$ cat config.mk
export PLATFORM = sky130hd
export DESIGN_NAME = decode_queue_ooo_flat
export DESIGN_NICKNAME = d
export VERILOG_FILES = /design/src/rtl/decode_queue_ooo_if.sv /design/src/rtl/decode_queue_ooo.sv /design/src/flat_wrapper.sv
export SDC_FILE = /design/constraint.sdc
export NUM_CORES = 1
export LEC_CHECK = 0
export CAP_MARGIN = 20
export CELL_PAD_IN_SITES_DETAIL_PLACEMENT = 2
export CELL_PAD_IN_SITES_GLOBAL_PLACEMENT = 2
export CORE_ASPECT_RATIO = 1.75
export CORE_MARGIN = 3
export CORE_UTILIZATION = 45
export CTS_BUF_LIST = sky130_fd_sc_hd__clkbuf_4
export CTS_CLUSTER_SIZE = 8
export DETAILED_ROUTE_END_ITERATION = 10
export GPL_ROUTABILITY_DRIVEN = 1
export GPL_TIMING_DRIVEN = 0
export PLACE_DENSITY = 0.74
export SYNTH_ARGS = -nofsm -noshare
export SYNTH_HDL_FRONTEND = slang
export SYNTH_SLANG_ARGS = --single-unit
$ cat constraint.sdc
create_clock -name clk -period 21.9 [get_ports clk]
set_clock_uncertainty 0.2 [all_clocks]
set_input_delay 4.38 -clock clk [delete_from_list [all_inputs] [get_ports clk]]
set_output_delay 4.38 -clock clk [all_outputs]
set_load 0.01 [all_outputs]
$ cat src/rtl/decode_queue_ooo_if.sv
// rtl/decode_queue_ooo_if.sv - fetch-side and dispatch-side handshake bundle for the decode queue
interface decode_queue_ooo_if #(
    parameter int PC_W   = 64,
    parameter int SEQ_W  = 6,
    parameter int MAX_BR = 4
);
    localparam int BRW = $clog2(MAX_BR + 1);

    logic             in_valid;
    logic             in_ready;
    logic [31:0]      in_instr;
    logic [PC_W-1:0]  in_pc;
    logic             flush;
    logic             out_valid;
    logic             out_ready;
    logic [PC_W-1:0]  out_pc;
    logic [SEQ_W-1:0] out_seq;
    logic [4:0]       out_rd;
    logic [4:0]       out_rn;
    logic [4:0]       out_rm;
    logic [25:0]      out_imm;
    logic [3:0]       out_cmd_type;
    logic [2:0]       out_alu_op;
    logic [1:0]       out_which_math;
    logic [7:0]       out_ctrl;
    logic [BRW-1:0]   br_count;

    modport master (
        output in_valid, in_instr, in_pc, flush, out_ready,
        input  in_ready, out_valid, out_pc, out_seq, out_rd, out_rn, out_rm, out_imm,
        input  out_cmd_type, out_alu_op, out_which_math, out_ctrl, br_count
    );

    modport slave (
        input  in_valid, in_instr, in_pc, flush, out_ready,
        output in_ready, out_valid, out_pc, out_seq, out_rd, out_rn, out_rm, out_imm,
        output out_cmd_type, out_alu_op, out_which_math, out_ctrl, br_count
    );
endinterface

$ cat src/rtl/decode_queue_ooo.sv
// rtl/decode_queue_ooo.sv - LEGv8 decoder feeding a DEPTH-entry micro-op FIFO with branch cap and flush
module decode_queue_ooo #(
    parameter int DEPTH  = 8,
    parameter int PC_W   = 64,
    parameter int SEQ_W  = 6,
    parameter int MAX_BR = 4
) (
    input logic               clk,
    input logic               reset_n,
    decode_queue_ooo_if.slave q
);
    localparam int PW  = $clog2(DEPTH);
    localparam int CW  = $clog2(DEPTH + 1);
    localparam int BRW = $clog2(MAX_BR + 1);

    typedef struct packed {
        logic [PC_W-1:0]  pc;
        logic [SEQ_W-1:0] seq;
        logic [4:0]       rd;
        logic [4:0]       rn;
        logic [4:0]       rm;
        logic [25:0]      imm;
        logic [3:0]       cmd_type;
        logic [2:0]       alu_op;
        logic [1:0]       which_math;
        logic [7:0]       ctrl;
    } entry_t;

    entry_t           mem [DEPTH];
    entry_t           dec;
    entry_t           head_e;
    entry_t           out_e;
    logic [PW-1:0]    head;
    logic [PW-1:0]    tail;
    logic [CW-1:0]    count;
    logic [SEQ_W-1:0] seq_ctr;
    logic [BRW-1:0]   br_cnt;
    logic             push;
    logic             pop;
    logic             push_br;
    logic             pop_br;

    // ctrl = {reg_write, mem_write, mem_to_reg, alu_src, save_cond, left_shift, is_branch, illegal}
    always_comb begin
        dec     = '0;
        dec.pc  = q.in_pc;
        dec.seq = seq_ctr;
        dec.rd  = q.in_instr[4:0];
        dec.rn  = q.in_instr[9:5];
        dec.rm  = q.in_instr[20:16];
        dec.imm = q.in_instr[25:0];
        casez (q.in_instr[31:21])
            11'b1001000100?: begin dec.alu_op = 3'd2; dec.ctrl = 8'b1001_0000; end
            11'b10001011000: begin dec.alu_op = 3'd2; dec.ctrl = 8'b1000_0000; end
            11'b10101011000: begin dec.alu_op = 3'd2; dec.ctrl = 8'b1000_1000; end
            11'b11001011000: begin dec.alu_op = 3'd3; dec.ctrl = 8'b1000_0000; end
            11'b11101011000: begin dec.alu_op = 3'd3; dec.ctrl = 8'b1000_1000; end
            11'b10001010000: begin dec.alu_op = 3'd4; dec.ctrl = 8'b1000_0000; end
            11'b10101010000: begin dec.alu_op = 3'd5; dec.ctrl = 8'b1000_0000; end
            11'b11001010000: begin dec.alu_op = 3'd6; dec.ctrl = 8'b1000_0000; end
            11'b11010011010: begin dec.which_math = 2'd1; dec.ctrl = 8'b1000_0000; end
            11'b11010011011: begin dec.which_math = 2'd1; dec.ctrl = 8'b1000_0100; end
            11'b10011011000: begin dec.which_math = 2'd2; dec.ctrl = 8'b1000_0000; end
            11'b10011010110: begin dec.which_math = 2'd3; dec.ctrl = 8'b1000_0000; end
            11'b11111000010: begin dec.alu_op = 3'd2; dec.ctrl = 8'b1011_0000; end
            11'b11111000000: begin dec.alu_op = 3'd2; dec.cmd_type = 4'd1; dec.ctrl = 8'b0101_0000; end
            11'b000101?????: begin dec.cmd_type = 4'd8; dec.ctrl = 8'b0000_0010; end
            11'b100101?????: begin dec.cmd_type = 4'd7; dec.ctrl = 8'b1000_0010; dec.rd = 5'd30; end
            11'b10110100???: begin dec.cmd_type = 4'd5; dec.ctrl = 8'b0000_0010; end
            11'b01010100???: begin dec.cmd_type = 4'd3; dec.ctrl = 8'b0000_0010; end
            11'b11010110000: begin dec.cmd_type = 4'd6; dec.ctrl = 8'b0000_0010; end
            default:         dec.ctrl = 8'b0000_0001;
        endcase
    end

    assign head_e     = mem[head];
    assign q.out_valid = (count != '0);
    assign q.in_ready  = (count < CW'(DEPTH)) & ~(dec.ctrl[1] & (br_cnt == BRW'(MAX_BR)));

    assign push    = q.in_valid & q.in_ready & ~q.flush;
    assign pop     = q.out_valid & q.out_ready & ~q.flush;
    assign push_br = push & dec.ctrl[1];
    assign pop_br  = pop & head_e.ctrl[1];

    always_ff @(posedge clk) begin
        if (push) begin
            mem[tail] <= dec;
        end
    end

    // seq_ctr survives flush so tags stay monotonic for rename
    always_ff @(posedge clk) begin
        if (!reset_n) begin
            head    <= '0;
            tail    <= '0;
            count   <= '0;
            seq_ctr <= '0;
            br_cnt  <= '0;
        end else if (q.flush) begin
            head   <= '0;
            tail   <= '0;
            count  <= '0;
            br_cnt <= '0;
        end else begin
            if (push) begin
                tail    <= tail + PW'(1);
                seq_ctr <= seq_ctr + SEQ_W'(1);
            end
            if (pop) begin
                head <= head + PW'(1);
            end
            count  <= count + CW'(push) - CW'(pop);
            br_cnt <= br_cnt + BRW'(push_br) - BRW'(pop_br);
        end
    end

    assign out_e            = q.out_valid ? head_e : '0;
    assign q.out_pc         = out_e.pc;
    assign q.out_seq        = out_e.seq;
    assign q.out_rd         = out_e.rd;
    assign q.out_rn         = out_e.rn;
    assign q.out_rm         = out_e.rm;
    assign q.out_imm        = out_e.imm;
    assign q.out_cmd_type   = out_e.cmd_type;
    assign q.out_alu_op     = out_e.alu_op;
    assign q.out_which_math = out_e.which_math;
    assign q.out_ctrl       = out_e.ctrl;
    assign q.br_count       = br_cnt;
endmodule

$ cat src/flat_wrapper.sv
// flat-port wrapper written by rule: the top's interface ports become plain ports
module decode_queue_ooo_flat 
#(
    parameter int DEPTH  = 8,
    parameter int PC_W   = 64,
    parameter int SEQ_W  = 6,
    parameter int MAX_BR = 4
)
  (clk, reset_n, q_in_valid, q_in_instr, q_in_pc, q_flush, q_out_ready, q_in_ready, q_out_valid, q_out_pc, q_out_seq, q_out_rd, q_out_rn, q_out_rm, q_out_imm, q_out_cmd_type, q_out_alu_op, q_out_which_math, q_out_ctrl, q_br_count);
  decode_queue_ooo_if #(.PC_W(PC_W), .SEQ_W(SEQ_W), .MAX_BR(MAX_BR)) q_i ();
  input logic clk;
  input logic reset_n;
  input wire logic [$bits(q_i.in_valid)-1:0] q_in_valid;
  input wire logic [$bits(q_i.in_instr)-1:0] q_in_instr;
  input wire logic [$bits(q_i.in_pc)-1:0] q_in_pc;
  input wire logic [$bits(q_i.flush)-1:0] q_flush;
  input wire logic [$bits(q_i.out_ready)-1:0] q_out_ready;
  output wire logic [$bits(q_i.in_ready)-1:0] q_in_ready;
  output wire logic [$bits(q_i.out_valid)-1:0] q_out_valid;
  output wire logic [$bits(q_i.out_pc)-1:0] q_out_pc;
  output wire logic [$bits(q_i.out_seq)-1:0] q_out_seq;
  output wire logic [$bits(q_i.out_rd)-1:0] q_out_rd;
  output wire logic [$bits(q_i.out_rn)-1:0] q_out_rn;
  output wire logic [$bits(q_i.out_rm)-1:0] q_out_rm;
  output wire logic [$bits(q_i.out_imm)-1:0] q_out_imm;
  output wire logic [$bits(q_i.out_cmd_type)-1:0] q_out_cmd_type;
  output wire logic [$bits(q_i.out_alu_op)-1:0] q_out_alu_op;
  output wire logic [$bits(q_i.out_which_math)-1:0] q_out_which_math;
  output wire logic [$bits(q_i.out_ctrl)-1:0] q_out_ctrl;
  output wire logic [$bits(q_i.br_count)-1:0] q_br_count;
  assign q_i.in_valid = q_in_valid;
  assign q_i.in_instr = q_in_instr;
  assign q_i.in_pc = q_in_pc;
  assign q_i.flush = q_flush;
  assign q_i.out_ready = q_out_ready;
  assign q_in_ready = q_i.in_ready;
  assign q_out_valid = q_i.out_valid;
  assign q_out_pc = q_i.out_pc;
  assign q_out_seq = q_i.out_seq;
  assign q_out_rd = q_i.out_rd;
  assign q_out_rn = q_i.out_rn;
  assign q_out_rm = q_i.out_rm;
  assign q_out_imm = q_i.out_imm;
  assign q_out_cmd_type = q_i.out_cmd_type;
  assign q_out_alu_op = q_i.out_alu_op;
  assign q_out_which_math = q_i.out_which_math;
  assign q_out_ctrl = q_i.out_ctrl;
  assign q_br_count = q_i.br_count;
  decode_queue_ooo #(.DEPTH(DEPTH), .PC_W(PC_W), .SEQ_W(SEQ_W), .MAX_BR(MAX_BR)) u_core (.clk(clk), .reset_n(reset_n), .q(q_i));
endmodule
==> impl_metrics.tcl <==
set metrics [dict create \
    crit_path_frequent_cell "clkdlybuf4s50_1" \
    met1_length_mm 42.2 \
    p_sw_share_pct 23.9 \
    cts_setup_buffers 0 \
    root_buffer "clkbuf_4" \
    post-synth-top-count-cell "edfxtp_1" \
    drt_iter0_markers 1633 \
    fin_nets 2384 \
    setup_viol 0 \
    p_sw_uw 919 \
    wl_mm 112 \
    period_minus_slack_ns 11.70 \
    p_int_mw 2.92 \
    antenna_found_initial 13 \
    grt-ovfl-total 0 \
    cts_tree "built" \
    gp_congestion 0.751 \
    required_ns 17.32 \
    outcome "completed" \
    leakage_nw 14.4 \
    crit_chain "clkdlybuf4s50_1, nor4_2, nand4_1, o22ai_2, nor2_1, clkdlybuf4s50_1" \
    grt_setup_unrepaired "no" \
    die-area_um2 86600 \
    core_um2 82100 \
    syn_to_final_growth_pct 21.4 \
    fin_crit_sh_pct 53.4 \
    netlist_area_um2 37300 \
    grt_pass1_vias 23000 \
    dpl.hpwl_mm 71.6 \
    wl_per_cell_um 31.8 \
    max_freq_mhz 85.4 \
    ioPinCount 234 \
    die_x_um 224 \
    async_reset_ff_share_pct 0 \
    grt_usage_pct 26.4 \
    drtAntennaViolNets 0 \
    tightest_slew_ns 1.14 \
    avgViaCountPerCell 5.68 \
    dieHeight_um 387 \
    h-tree-depth 4 \
    start_util_pct 45.5 \
    cts-hold-fix-buffers 0 \
    grt_max_degree 25 \
    yosys-top-cells-area "edfxtp_1 76%, mux4_2 14%, mux2i_1 3.2%, nor2_1 1.4%, dfxtp_1 1.2%" \
    maxSlewViolCount 0 \
    cp_max_fo 11 \
    power_density_nw_per_um2 84.8 \
    firstDrtPassIters 5 \
    netlist_instances 1711 \
    cts_sinks 966 \
    dr_wl_met2_mm 60.3 \
    grt_pass1_wl_mm 164 \
    synth_edf_count 944 \
    timing.slew.headroom_pct 23.9 \
    io_buffers 233 \
    crit_path_start_kind "input port" \
    design_area_um2 45300 \
    max_cap_violations 0 \
    yosys.cell_types.count 52 \
    clk_pin_slew_ns 0.08 \
    met3_wirelength_mm 6.47 \
    clockBufferDepth 3 \
    drc 0 \
    power_frac_seq_pct 53.4 \
    comb_power_share_pct 7.4 \
    post_cts_resized 0 \
    ys_ff_latch 966 \
    synth-seq-area-share_pct 77.1 \
    slowest_stage "clkdlybuf4s50_1" \
    via_count 20000 \
    hold_class "flip-flop to flip-flop" \
    synth_common_cells "944 x edfxtp_1, 236 x mux4_2, 144 x nor2_1" \
    synth_top_area_share_pct 75.9 \
    path_class "input port to primary output" \
    synth_area_leader_cell "edfxtp_1" \
    synth_ff_type "edfxtp_1" \
    numCtsBuffers 215 \
    p_clk_share_pct 39.2 \
    worstPathArrival_ns 7.12 \
    insertion_delay_ns 1.12 \
    end_kind "primary output" \
    slowest_delay_ns 0.64 \
    syn_nets 1824 \
    layout-drive-gt1-share_pct 30.4 \
    hold_slack_ns 0.342 \
    highest_layer "met5" \
    max-vdd-ir-drop_mv 0.0467 \
    dpl_cell_area_um2 42400 \
    core.rowCount 139 \
    syn_avg_cell_area_um2 21.8 \
    ys_warn_count 0 \
    final_hold_viol_count 0 \
]
[layout make-up]
type	count	area [um^2]
clock buffers	306	2300
well taps	1057	1320
diodes	11	27.5
fillers	7036	36700
inverters	15	56.3
plain buffers	96	463
repair buffers	343	3710
multi-input cells	634	8080
flip-flops and latches	966	28800
clock inverters	90	604
[flip-flops by register name, indices dropped and copies added (netlist names), named ones only]
signal	count
u_core.count	4
u_core.seq_ctr	6
u_core.mem	944
u_core.q.br_count	3
u_core.head	3
u_core.tail	3
[cell families (layout without fill, tap and decap cells)]
group           after synthesis  after routing  share of synthesized area (%)
flops                       966            966                           77.1
mux                         356            356                           17.5
simple gates                223            223                           2.74
buf+inv                     111            850                           1.39
compound gates               35             35                          0.680
fa+ha+maj                    12             12                          0.442
xor+xnor                      8              8                          0.188
other cells                   0             11                              0
[power groups by stage]
stage | combinational (mW) | sequential [mW] | clock (mW)
CTS | 0.289 | 2.05 | 1.55
finish | 0.285 | 2.05 | 1.51
floorplan | 0.121 | 2.09 | 0
global placement | 0.262 | 2.10 | 0
global route | 0.305 | 2.05 | 1.65
detailed placement | 0.284 | 2.09 | 0
[worst max-delay path, delay by kind of cell]
kind / cells / cell delay, ns
AND/OR/NAND/NOR: 3 / 1.13
AO/OA/AOI/OAI: 1 / 0.45
buffers and inverters: 2 / 1.15
[cell usage in the layout, fill, tap and decap left out, types with 11 or more instances in the layout]
master,n
buf_1,17
buf_12,11
buf_2,32
buf_4,37
buf_6,55
clkbuf_1,32
clkbuf_4,309
clkdlybuf4s50_1,233
clkinv_1,60
clkinv_2,17
dfxtp_1,22
diode_2,11
edfxtp_1,944
inv_1,15
mux2i_1,120
mux4_2,236
nand2_1,13
nor2_1,141
[through the flow]
step | util (%) | setup TNS, ns | worst slack [ns] | power, mW | cells
global route | 55.2 | 0 | 10.04 | 4.00 | 3515
CTS | 55.2 | 0 | 10.25 | 3.89 | 3502
floorplan | - | 0 | 4.58 | 2.22 | 1711
detailed placement | 51.6 | 0 | 10.26 | 2.38 | 3106
global placement | 49.9 | -2378.58 | -9.86 | 2.37 | 3001
finish | 55.2 | 0 | 10.20 | 3.84 | 3518
[routing by layer]
layer,global-route usage (%),vias up
met2,46.2,734
met3,6.94,192
met5,0,-
met4,9.15,8
li1,-,8338
met1,31.7,10700
[worst paths after layout]
| path | start | endpoint | slack, ns | cells after the start |
|---|---|---|---|---|
| worst max-delay path | q_in_instr[24] | q_in_ready | 10.20 | 6 |
| worst min-delay path | u_core.head[1]$_SDFFE_PP0P_ | u_core.head[1]$_SDFFE_PP0P_ | 0.34 | 2 |
| worst max register to register | flip-flop | u_core.q.br_count[2]$_SDFF_PP0_ | 18.06 | 11 |
| worst min register to register | u_core.head[1]$_SDFFE_PP0P_ | u_core.head[1]$_SDFFE_PP0P_ | 0.34 | 2 |
No activity file was read; power rests on OpenSTA's default activity.
